--- src/rtl/div_pkg.sv ---
// Shared types and helpers for the sequential signed divider.
package div_pkg;

  localparam int DIVIDEND_W_DEF = 32;
  localparam int DIVISOR_W_DEF  = 16;
  localparam int CNT_W          = $clog2(DIVIDEND_W_DEF);
  // Widest operand the negate helper handles; callers zero/sign-extend into it.
  localparam int NEG_W          = 64;

  typedef enum logic [1:0] {
    IDLE = 2'd0,
    CALC = 2'd1,
    FIX  = 2'd2,
    DONE = 2'd3
  } state_t;

  // Two's-complement negate when neg is set; also serves as abs() when neg is the sign bit.
  // Low bits of the result are correct for any operand width up to NEG_W.
  function automatic logic [NEG_W-1:0] neg_if(input logic [NEG_W-1:0] x, input logic neg);
    return neg ? (~x + 1'b1) : x;
  endfunction

endpackage

--- src/rtl/div_restore_step.sv ---
// One restoring-division iteration: shift in a dividend bit, trial-subtract the divisor.
module div_restore_step
  import div_pkg::*;
#(
  parameter int DIVISOR_W = DIVISOR_W_DEF
) (
  input  logic [DIVISOR_W:0]   partial_rem,
  input  logic [DIVISOR_W-1:0] divisor_abs,
  input  logic                 in_bit,
  output logic [DIVISOR_W:0]   rem_next,
  output logic                 q_bit
);

  logic [DIVISOR_W+1:0] shifted;
  logic [DIVISOR_W+1:0] trial;

  // partial_rem < divisor_abs <= 2^(W-1), so the shifted value never reaches the top bit
  // and the top bit of trial is a clean borrow/sign flag.
  always_comb begin
    shifted  = {partial_rem, in_bit};
    trial    = shifted - {2'b00, divisor_abs};
    q_bit    = ~trial[DIVISOR_W+1];
    rem_next = q_bit ? trial[DIVISOR_W:0] : shifted[DIVISOR_W:0];
  end

endmodule

--- src/rtl/div32s_seq.sv ---
// Sequential signed restoring divider: DIVIDEND_W / DIVISOR_W, one quotient bit per cycle,
// valid/ready on both sides, one operation in flight.
module div32s_seq
  import div_pkg::*;
#(
  parameter int DIVIDEND_W = DIVIDEND_W_DEF,
  parameter int DIVISOR_W  = DIVISOR_W_DEF
) (
  input  logic                         clock,
  input  logic                         reset,
  input  logic                         in_valid,
  output logic                         in_ready,
  input  logic signed [DIVIDEND_W-1:0] in_dividend,
  input  logic signed [DIVISOR_W-1:0]  in_divisor,
  output logic                         out_valid,
  input  logic                         out_ready,
  output logic signed [DIVIDEND_W-1:0] out_quotient,
  output logic signed [DIVISOR_W-1:0]  out_remainder,
  output logic                         out_div_by_zero,
  output logic                         out_overflow
);

  localparam int CW = $clog2(DIVIDEND_W);
  localparam logic [CW-1:0] LAST_CNT = CW'(DIVIDEND_W - 1);

  state_t state, state_nx;

  // Iteration registers: dvd_reg shifts the dividend out at the top and the quotient in at the bottom.
  logic [DIVIDEND_W-1:0] dvd_reg;
  logic [DIVISOR_W-1:0]  dsr_abs;
  logic [DIVISOR_W:0]    prem;
  logic [CW-1:0]         cnt;
  logic                  sign_q;
  logic                  sign_r;

  logic                  accept;
  logic                  is_dz;
  logic                  is_ovf;
  logic [DIVISOR_W:0]    prem_nx;
  logic                  qbit;

  logic [NEG_W-1:0]      abs_a_w;
  logic [NEG_W-1:0]      abs_b_w;
  logic [NEG_W-1:0]      q_fix_w;
  logic [NEG_W-1:0]      r_fix_w;
  logic                  unused_neg_bits;

  assign in_ready  = (state == IDLE);
  assign out_valid = (state == DONE);
  assign accept    = in_valid && in_ready;
  assign is_dz     = (in_divisor == '0);
  assign is_ovf    = (in_dividend == {1'b1, {(DIVIDEND_W-1){1'b0}}}) && (in_divisor == '1);

  // Operand magnitudes on accept and sign-corrected results at the end of the iteration.
  always_comb begin
    abs_a_w = neg_if(NEG_W'(in_dividend), in_dividend[DIVIDEND_W-1]);
    abs_b_w = neg_if(NEG_W'(in_divisor), in_divisor[DIVISOR_W-1]);
    q_fix_w = neg_if(NEG_W'(dvd_reg), sign_q);
    r_fix_w = neg_if(NEG_W'(prem[DIVISOR_W-1:0]), sign_r && (prem != '0));
  end

  assign unused_neg_bits = ^{abs_a_w[NEG_W-1:DIVIDEND_W], abs_b_w[NEG_W-1:DIVISOR_W],
                             q_fix_w[NEG_W-1:DIVIDEND_W], r_fix_w[NEG_W-1:DIVISOR_W],
                             prem[DIVISOR_W]};

  div_restore_step #(
    .DIVISOR_W(DIVISOR_W)
  ) u_step (
    .partial_rem(prem),
    .divisor_abs(dsr_abs),
    .in_bit     (dvd_reg[DIVIDEND_W-1]),
    .rem_next   (prem_nx),
    .q_bit      (qbit)
  );

  // State register.
  always_ff @(posedge clock) begin
    if (reset) state <= IDLE;
    else       state <= state_nx;
  end

  // Next-state logic: special cases bypass the iteration and go straight to DONE.
  always_comb begin
    state_nx = state;
    case (state)
      IDLE: if (accept) state_nx = (is_dz || is_ovf) ? DONE : CALC;
      CALC: if (cnt == LAST_CNT) state_nx = FIX;
      FIX:  state_nx = DONE;
      DONE: if (out_ready) state_nx = IDLE;
      default: state_nx = IDLE;
    endcase
  end

  // Datapath: operand capture, one restoring step per CALC cycle, sign fix-up into the output registers.
  always_ff @(posedge clock) begin
    if (reset) begin
      dvd_reg         <= '0;
      dsr_abs         <= '0;
      prem            <= '0;
      cnt             <= '0;
      sign_q          <= 1'b0;
      sign_r          <= 1'b0;
      out_quotient    <= '0;
      out_remainder   <= '0;
      out_div_by_zero <= 1'b0;
      out_overflow    <= 1'b0;
    end else begin
      case (state)
        IDLE: begin
          if (accept) begin
            if (is_dz) begin
              out_quotient    <= '1;
              out_remainder   <= in_dividend[DIVISOR_W-1:0];
              out_div_by_zero <= 1'b1;
              out_overflow    <= 1'b0;
            end else if (is_ovf) begin
              out_quotient    <= in_dividend;
              out_remainder   <= '0;
              out_div_by_zero <= 1'b0;
              out_overflow    <= 1'b1;
            end else begin
              dvd_reg <= abs_a_w[DIVIDEND_W-1:0];
              dsr_abs <= abs_b_w[DIVISOR_W-1:0];
              sign_q  <= in_dividend[DIVIDEND_W-1] ^ in_divisor[DIVISOR_W-1];
              sign_r  <= in_dividend[DIVIDEND_W-1];
              prem    <= '0;
              cnt     <= '0;
            end
          end
        end
        CALC: begin
          dvd_reg <= {dvd_reg[DIVIDEND_W-2:0], qbit};
          prem    <= prem_nx;
          cnt     <= cnt + 1'b1;
        end
        FIX: begin
          out_quotient    <= q_fix_w[DIVIDEND_W-1:0];
          out_remainder   <= r_fix_w[DIVISOR_W-1:0];
          out_div_by_zero <= 1'b0;
          out_overflow    <= 1'b0;
        end
        default: ;
      endcase
    end
  end

endmodule

--- config.mk ---
export PLATFORM = sky130hd
export DESIGN_NAME = div32s_seq
export DESIGN_NICKNAME = d
export VERILOG_FILES = /design/src/rtl/div_pkg.sv /design/src/rtl/div_restore_step.sv /design/src/rtl/div32s_seq.sv
export SDC_FILE = /design/constraint.sdc
export NUM_CORES = 1
export LEC_CHECK = 0
export ABC_AREA = 1
export CAP_MARGIN = 20
export CORE_MARGIN = 3
export CORE_UTILIZATION = 30
export DETAILED_ROUTE_END_ITERATION = 16
export SLEW_MARGIN = 20
export SYNTH_ARGS = -nofsm -noshare
export SYNTH_HDL_FRONTEND = slang
export SYNTH_SLANG_ARGS = --single-unit
--- constraint.sdc ---
create_clock -name clock -period 2.7 [get_ports clock]
set_clock_uncertainty 0.15 [all_clocks]
set_input_delay 0.27 -clock clock [delete_from_list [all_inputs] [get_ports clock]]
set_output_delay 0.27 -clock clock [all_outputs]
set_load 0.02 [all_outputs]
==> flow_summary.ini, run 1 <==
[worst_setup_path]
slowest_stage = ha_1
start_kind = flip-flop
rrSetupSlack_ns = 0.26
crit_end = dvd_reg[0]$_SDFFE_PP0P_
r2r_start = dsr_abs[5]$_SDFFE_PP0P_
crit_fanout = 18
reg2reg_depth = 13
cpMostUsedCell = nand2_1
crit_chain = inv_1, ha_1, nand2_1, nor2_1, nand3_1, nand3_1, nand2_1, nand2_1, nand2_4, nand3_1, o211ai_1, nand2_1, inv_1
end_kind = flip-flop
cp.required_ns = 2.88
arrival_ns = 2.62
r2r_end = dvd_reg[0]$_SDFFE_PP0P_
path_class = flip-flop to flip-flop
slowest_delay_ns = 0.35
crit_path_start = dsr_abs[5]$_SDFFE_PP0P_

[final_layout]
n_fill_cell = 3351
seqCellArea_um2 = 2482
diodes = 0
finalNonFillerCells = 2154
fin_util_pct = 38.67
drive_above_1_share_pct = 7.907
area_growth_pct = 26.25
final_nets = 1825
multi_input_area_um2 = 5901

[clocking]
htreeDepth = 4
worstSkewPairLatency_ns = 0.42
cts_root_buffer = clkbuf_16
clk_pin_slew_ns = 0.07
clock_sinks = 124
cts_buffers = 17
clock_path_buffers = 2
tritoncts = done

[power]
powerDensity_nw_per_um2 = 943.5
p_seq_share_pct = 25.0
power.leakage_nw = 5.367
combPwrFrac_pct = 55.0
switching_power_mw = 5.400
switching_share_pct = 48.13
power_mw = 11.22
p_int_mw = 5.819
irDropWorstVdd_v = 0.0005178
p_clk_share_pct = 20.0

[floorplan]
die_y_um = 183.2
fp.coreArea_um2 = 30750
start_util_pct = 30.63
die_w_um = 183.2
rows = 64
dieArea_um2 = 33550
io_pins = 104

[timing]
max_clock_freq_ghz = 0.4093
min_period_over_period_pct = 90.50
setup_viol = 0
rsz0062_at_grt = no
period_minus_slack_ns = 2.443
finalMaxSlewViolations = 0
setup_ws_ns = 0.2565
relSlewSlack_pct = 48.90
finalHoldViolCount = 0
worstMarginPinSlew_ns = 0.7664
setup_tns_ns = 0

[placement]
port_buffers = 103
gp_congestion = 0.8975
place_inst = 2122
dp_hpwl_um = 26020
place_ws_ns = -0.05344

[grt]
grt_antenna_before_repair = 0
grt_max_degree = 66
gr-total-overflow = 0
grt_pass1_wl_um = 53050
grt_pass1_vias = 9999
grtUsageTotal_pct = 19.58

[yosys]
ys_ff_latch = 124
yosysWarnings = 0
synth_async_sr_flop_share_pct = 0
synthDominantCellAreaShare_pct = 26.36
synth_ff_type = dfxtp_1
synth.net_count = 1693
synth-seq-area-share_pct = 26.36
synthCells = 1613
avgSynthCellArea_um2 = 5.839
synth_top_area_cell = dfxtp_1
synth_area_leaders = dfxtp_1 (26%), nand2_1 (18%), nand3_1 (9.6%), a21oi_1 (7.5%), inv_1 (7.4%)
ys_types = 41
synth_edf_count = 0
synth_area_um2 = 9418

[detailed_routing]
antenna_left = 0
drc = 0
via_count = 10706
route.detailed.wl_per_inst_um = 15.34
dr.first_iter.drc_count = 1155
vias_per_cell = 4.970
totalWireLength_um = 33050
first_pass_iters = 5

[outcome]
status = finished, final reports clean

[hold_path]
hold_path_class = flip-flop to flip-flop

[flow_run]
drv_cap = 0
-- cells in the mapped netlist, types with 5 or more instances --
cell type,number
xnor2_1,13
buf_4,8
ha_1,27
nand2_1,442
nand3b_1,10
inv_1,186
nor2_1,178
nor3_1,22
o21ai_1,11
a21oi_1,142
nand4_1,24
clkbuf_1,41
buf_2,18
dfxtp_1,124
o211ai_1,9
o21ai_0,96
nand3_1,181
inv_2,6
o22ai_1,8
xor2_1,25
nor2_2,5
-- cell usage in the layout (no fill, tap or decap), drive strengths merged --
master	n
ha	27
fa	1
nand2	445
xnor2	13
a21o	1
bufinv	1
clkinvlp	5
nand3	186
a21oi	142
nor2	184
nor3b	1
o31ai	2
nand3b	11
o211ai	9
clkinv	6
o21bai	1
inv	195
nor3	22
o32ai	1
clkdlybuf4s50	102
o21a	1
nor4	1
and2	4
o21ai	107
dfxtp	124
nand4	24
a31oi	2
xor2	25
buf	82
a211oi	1
o22ai	8
or2	4
clkbuf	20
-- routing by layer --
layer  up-vias  global-route usage [%]  routed length (µm)
li1       5501                       -                   -
met1      4861                   30.51               16830
met2       328                   28.69               13670
met3        16                   2.697                2309
met4         0                   3.717                 233
met5         -                       0                   0
-- through the flow --
stage          hold slack, ns  cell area [µm²]
2_1_floorplan          0.2824             9418
3_3_place_gp           0.2873            11300
3_5_place_dp           0.2912            11300
4_1_cts                0.3012            11870
5_1_grt                0.3347            11890
6_report               0.2995            11890
-- area by class of cell --
type	count	area share, %
Multi-Input combinational cell	1223	49.63
Sequential cell	124	20.88
Timing Repair Buffer	184	14.37
Inverter	195	6.166
Tap cell	396	4.167
Clock buffer	20	3.841
Clock inverter	12	0.9471
-- worst min-delay path by stage --
stage | endpoint | cells after the start | slack (ns) | start
after floorplan | dsr_abs[3]$_SDFFE_PP0P_ | 2 | 0.28 | dsr_abs[3]$_SDFFE_PP0P_
after global routing | out_overflow$_SDFFE_PP0P_ | 2 | 0.33 | out_overflow$_SDFFE_PP0P_
after detailed placement | out_overflow$_SDFFE_PP0P_ | 2 | 0.29 | out_overflow$_SDFFE_PP0P_
final | out_overflow$_SDFFE_PP0P_ | 2 | 0.30 | out_overflow$_SDFFE_PP0P_
after global placement | out_overflow$_SDFFE_PP0P_ | 2 | 0.29 | out_overflow$_SDFFE_PP0P_
after CTS | out_overflow$_SDFFE_PP0P_ | 2 | 0.30 | out_overflow$_SDFFE_PP0P_
-- power groups by stage --
stage | registers [mW] | clock network, mW | logic (mW)
after global routing | 2.87 | 2.36 | 6.90
after floorplan | 2.82 | 0 | 4.00
after global placement | 2.82 | 0 | 6.03
after detailed placement | 2.83 | 0 | 6.06
after CTS | 2.79 | 2.27 | 6.09
final | 2.80 | 2.24 | 6.17
-- critical path: cells and delay by family (launching register included) --
family                     cells  cell delay [ns]
buffers and inverters          2             0.10
DFF                            1             0.34
and+or+nand+nor                9             1.30
adders and majority gates      1             0.35
AOI/OAI and AO/OA              1             0.10
-- cells by family (layout without fill, tap and decap cells) --
| family | after synthesis | after routing | synth area share, % |
|---|---|---|---|
| simple gates | 882 | 882 | 39.95 |
| compound gates | 275 | 275 | 15.19 |
| buf+inv | 266 | 411 | 11.17 |
| flops | 124 | 124 | 26.36 |
| xor+xnor | 38 | 38 | 3.534 |
| fa+ha+maj | 28 | 28 | 3.800 |
-- repair_timing --
item / CTS / global route
gates resized for setup: 0 / 3
setup endpoints to repair: 0 / 4
hold buffers: 0 / 0
setup buffers: 0 / 0
hold endpoints to repair: 0 / 0
Note: power is estimated with default switching activity, not from simulation.
==> run 2, diff against run 1 <==
--- a/config.mk
+++ b/config.mk
@@ -13,4 +13,5 @@
 export SLEW_MARGIN = 20
 export SYNTH_ARGS = -nofsm -noshare
 export SYNTH_HDL_FRONTEND = slang
+export SYNTH_HIERARCHICAL = 1
 export SYNTH_SLANG_ARGS = --single-unit
==> run 2 against run 1 <==
- die area increased by 6.2%
- setup slack better by 0.023 ns
- sequential share of layout area shrank 0.73 points
- non-clock buffer count down 21
- flip-flop and latch count stayed put
- power rose by 48%
- combinational power up 78%
- synthesized cell count is 8.9% higher
- final area rose by 3.6%
- critical path type unchanged
- largest power group unchanged
==> flow_summary.ini, run 2 <==
[outcome]
status = finished, final reports clean

[placement]
place_ws_ns = 0.04238
dp_hpwl_um = 26930
gp_congestion = 0.9311
port_buffers = 103
place_inst = 2290
placedInstanceArea_um2 = 11710

[detailed_routing]
route.detailed.wl_per_inst_um = 14.84
vias_per_cell = 4.861
topRoutingLayerUsed = met4
totalWireLength_um = 34470
antenna_left = 0
wl_met2_um = 14370
drt-met1-wl_um = 17320
first_pass_iters = 5
via_count = 11292
drc = 0
dr_wl_met3_um = 2284
dr.first_iter.drc_count = 911

[timing]
finalMaxSlewViolations = 0
finalHoldViolCount = 0
setup_viol = 0
min_period_over_period_pct = 89.63
setup_tns_ns = 0
setup_ws_ns = 0.2800
rsz0062_at_grt = no
whs_ns = 0.3206
max_clock_freq_ghz = 0.4132
period_minus_slack_ns = 2.420
worstMarginPinSlew_ns = 0.5811
relSlewSlack_pct = 61.26

[grt]
grt_pass1_vias = 10599
grt_antenna_before_repair = 1
grt_pass1_wl_um = 56300
grt_max_degree = 92
grtUsageTotal_pct = 19.48
gr-total-overflow = 0

[worst_setup_path]
cp.required_ns = 2.86
end_kind = flip-flop
slowest_delay_ns = 0.35
slowest_stage = dfxtp_1
arrival_ns = 2.58
path_class = flip-flop to flip-flop
cpMostUsedCell = nor2_1
crit_chain = buf_4, inv_1, ha_1, nand2_1, nor2_1, nand3_1, nand2_2, inv_2, nand2_1, a21oi_1, nor2_1, nor2_1
crit_fanout = 10
start_kind = flip-flop

[final_layout]
area_growth_pct = 22.89
final_nets = 1948
drive_above_1_share_pct = 8.457
final_common_cell = nand2_1
finalNonFillerCells = 2323
fin_area_um2 = 12320
fin_util_pct = 37.67
layout_common_cells = nand2_1 (495), nor2_1 (356), inv_1 (173), nand3_1 (147), o21ai_0 (131)

[yosys]
synth_async_sr_flop_share_pct = 0
synth_area_um2 = 10020
ys_types = 45
ys_ff_latch = 124
synth.net_count = 1837
synthDominantCellAreaShare_pct = 24.77
synth_area_leaders = dfxtp_1 (25%), nand2_1 (19%), nor2_1 (13%), nand3_1 (7.3%), o21ai_0 (6.5%)
synth.most_common_cell = nand2_1
avgSynthCellArea_um2 = 5.708
synth_common_cells = nand2_1 (495), nor2_1 (356), inv_1 (173), nand3_1 (147), o21ai_0 (131)
synth_top_area_cell = dfxtp_1
synth-seq-area-share_pct = 24.77
synthCells = 1756
synth_ff_type = dfxtp_1
synth_edf_count = 0
yosysWarnings = 6

[clocking]
clk_pin_slew_ns = 0.06
cts_buffers = 17
htreeDepth = 4
postCtsResizedCells = 0
worstSkewPairLatency_ns = 0.42
cts_root_buffer = clkbuf_16
clock_path_buffers = 2
cts_setup_buffers = 0
clock_sinks = 124
tritoncts = done
hold_buffers = 0

[floorplan]
die_w_um = 188.8
fp.coreArea_um2 = 32700
die_y_um = 188.8
start_util_pct = 30.65
io_pins = 104
dieArea_um2 = 35640
rows = 66

[power]
irDropWorstVdd_v = 0.0005700
p_seq_share_pct = 19.6
power.leakage_nw = 5.640
combPwrFrac_pct = 66.2
powerDensity_nw_per_um2 = 1348
switching_share_pct = 52.36
switching_power_mw = 8.692
power_mw = 16.60
p_int_mw = 7.908
p_clk_share_pct = 14.2

[flow_run]
drv_cap = 0

[hold_path]
hold_path_class = flip-flop to flip-flop
run 2: worst paths after layout:
| check | end | startpoint | slack, ns | cells after the start |
|---|---|---|---|---|
| max | out_remainder[2]$_SDFFE_PP0P_ | prem[0]$_SDFFE_PP0P_ | 0.28 | 12 |
| min | out_quotient[29]$_SDFFE_PP0P_ | out_quotient[29]$_SDFFE_PP0P_ | 0.32 | 2 |
| max reg2reg | out_remainder[2]$_SDFFE_PP0P_ | prem[0]$_SDFFE_PP0P_ | 0.28 | 12 |
| min reg2reg | out_quotient[29]$_SDFFE_PP0P_ | out_quotient[29]$_SDFFE_PP0P_ | 0.32 | 2 |
run 2: critical path, delay by kind of cell (launching register included):
family,cells,cell delay [ns]
AND/OR/NAND/NOR,7,1.21
buffers and inverters,3,0.36
AO/OA/AOI/OAI,1,0.05
flip-flops,1,0.35
adder cells (fa/ha/maj),1,0.18
run 2: power by group through the flow:
stage | Combinational [mW] | Clock, mW | Sequential (mW)
final | 11.0 | 2.36 | 3.25
after global routing | 12.5 | 2.50 | 3.36
after CTS | 10.9 | 2.41 | 3.25
after detailed placement | 10.9 | 0 | 3.29
after global placement | 10.8 | 0 | 3.28
after floorplan | 7.84 | 0 | 3.42
run 2: logic make-up (layout without fill, tap and decap cells):
logic type | after synthesis | count (layout) | share of synthesized area (%)
xor+xnor | 23 | 23 | 2.010
buf+inv | 253 | 377 | 10.79
fa+ha+maj | 29 | 29 | 3.695
compound gates | 234 | 234 | 12.17
flops | 124 | 124 | 24.77
other cells | 0 | 1 | 0
simple gates | 1093 | 1093 | 46.57
run 2: final cells by class:
class,instances,area (µm²)
tap,442,553.0
clock inverter,13,168.9
antenna,1,2.502
clock buffer,19,432.9
sequential,124,2482
inverter,182,686.9
fill,3616,20380
multi-input combinational,1379,6460
timing repair buffer,163,1531
run 2: per-layer routing:
metal | up-vias | track usage (%)
li1 | 5795 | -
met1 | 5141 | 29.35
met2 | 331 | 28.82
met3 | 25 | 3.293
met4 | 0 | 4.469
met5 | - | 0
==> run 3, diff against run 2 <==
--- a/config.mk
+++ b/config.mk
@@ -6,7 +6,6 @@
 export NUM_CORES = 1
 export LEC_CHECK = 0
 export ABC_AREA = 1
-export CAP_MARGIN = 20
 export CORE_MARGIN = 3
 export CORE_UTILIZATION = 30
 export DETAILED_ROUTE_END_ITERATION = 16
==> results of run 3 <==
The final DEF is identical to that of run 2; final timing and power are the same.
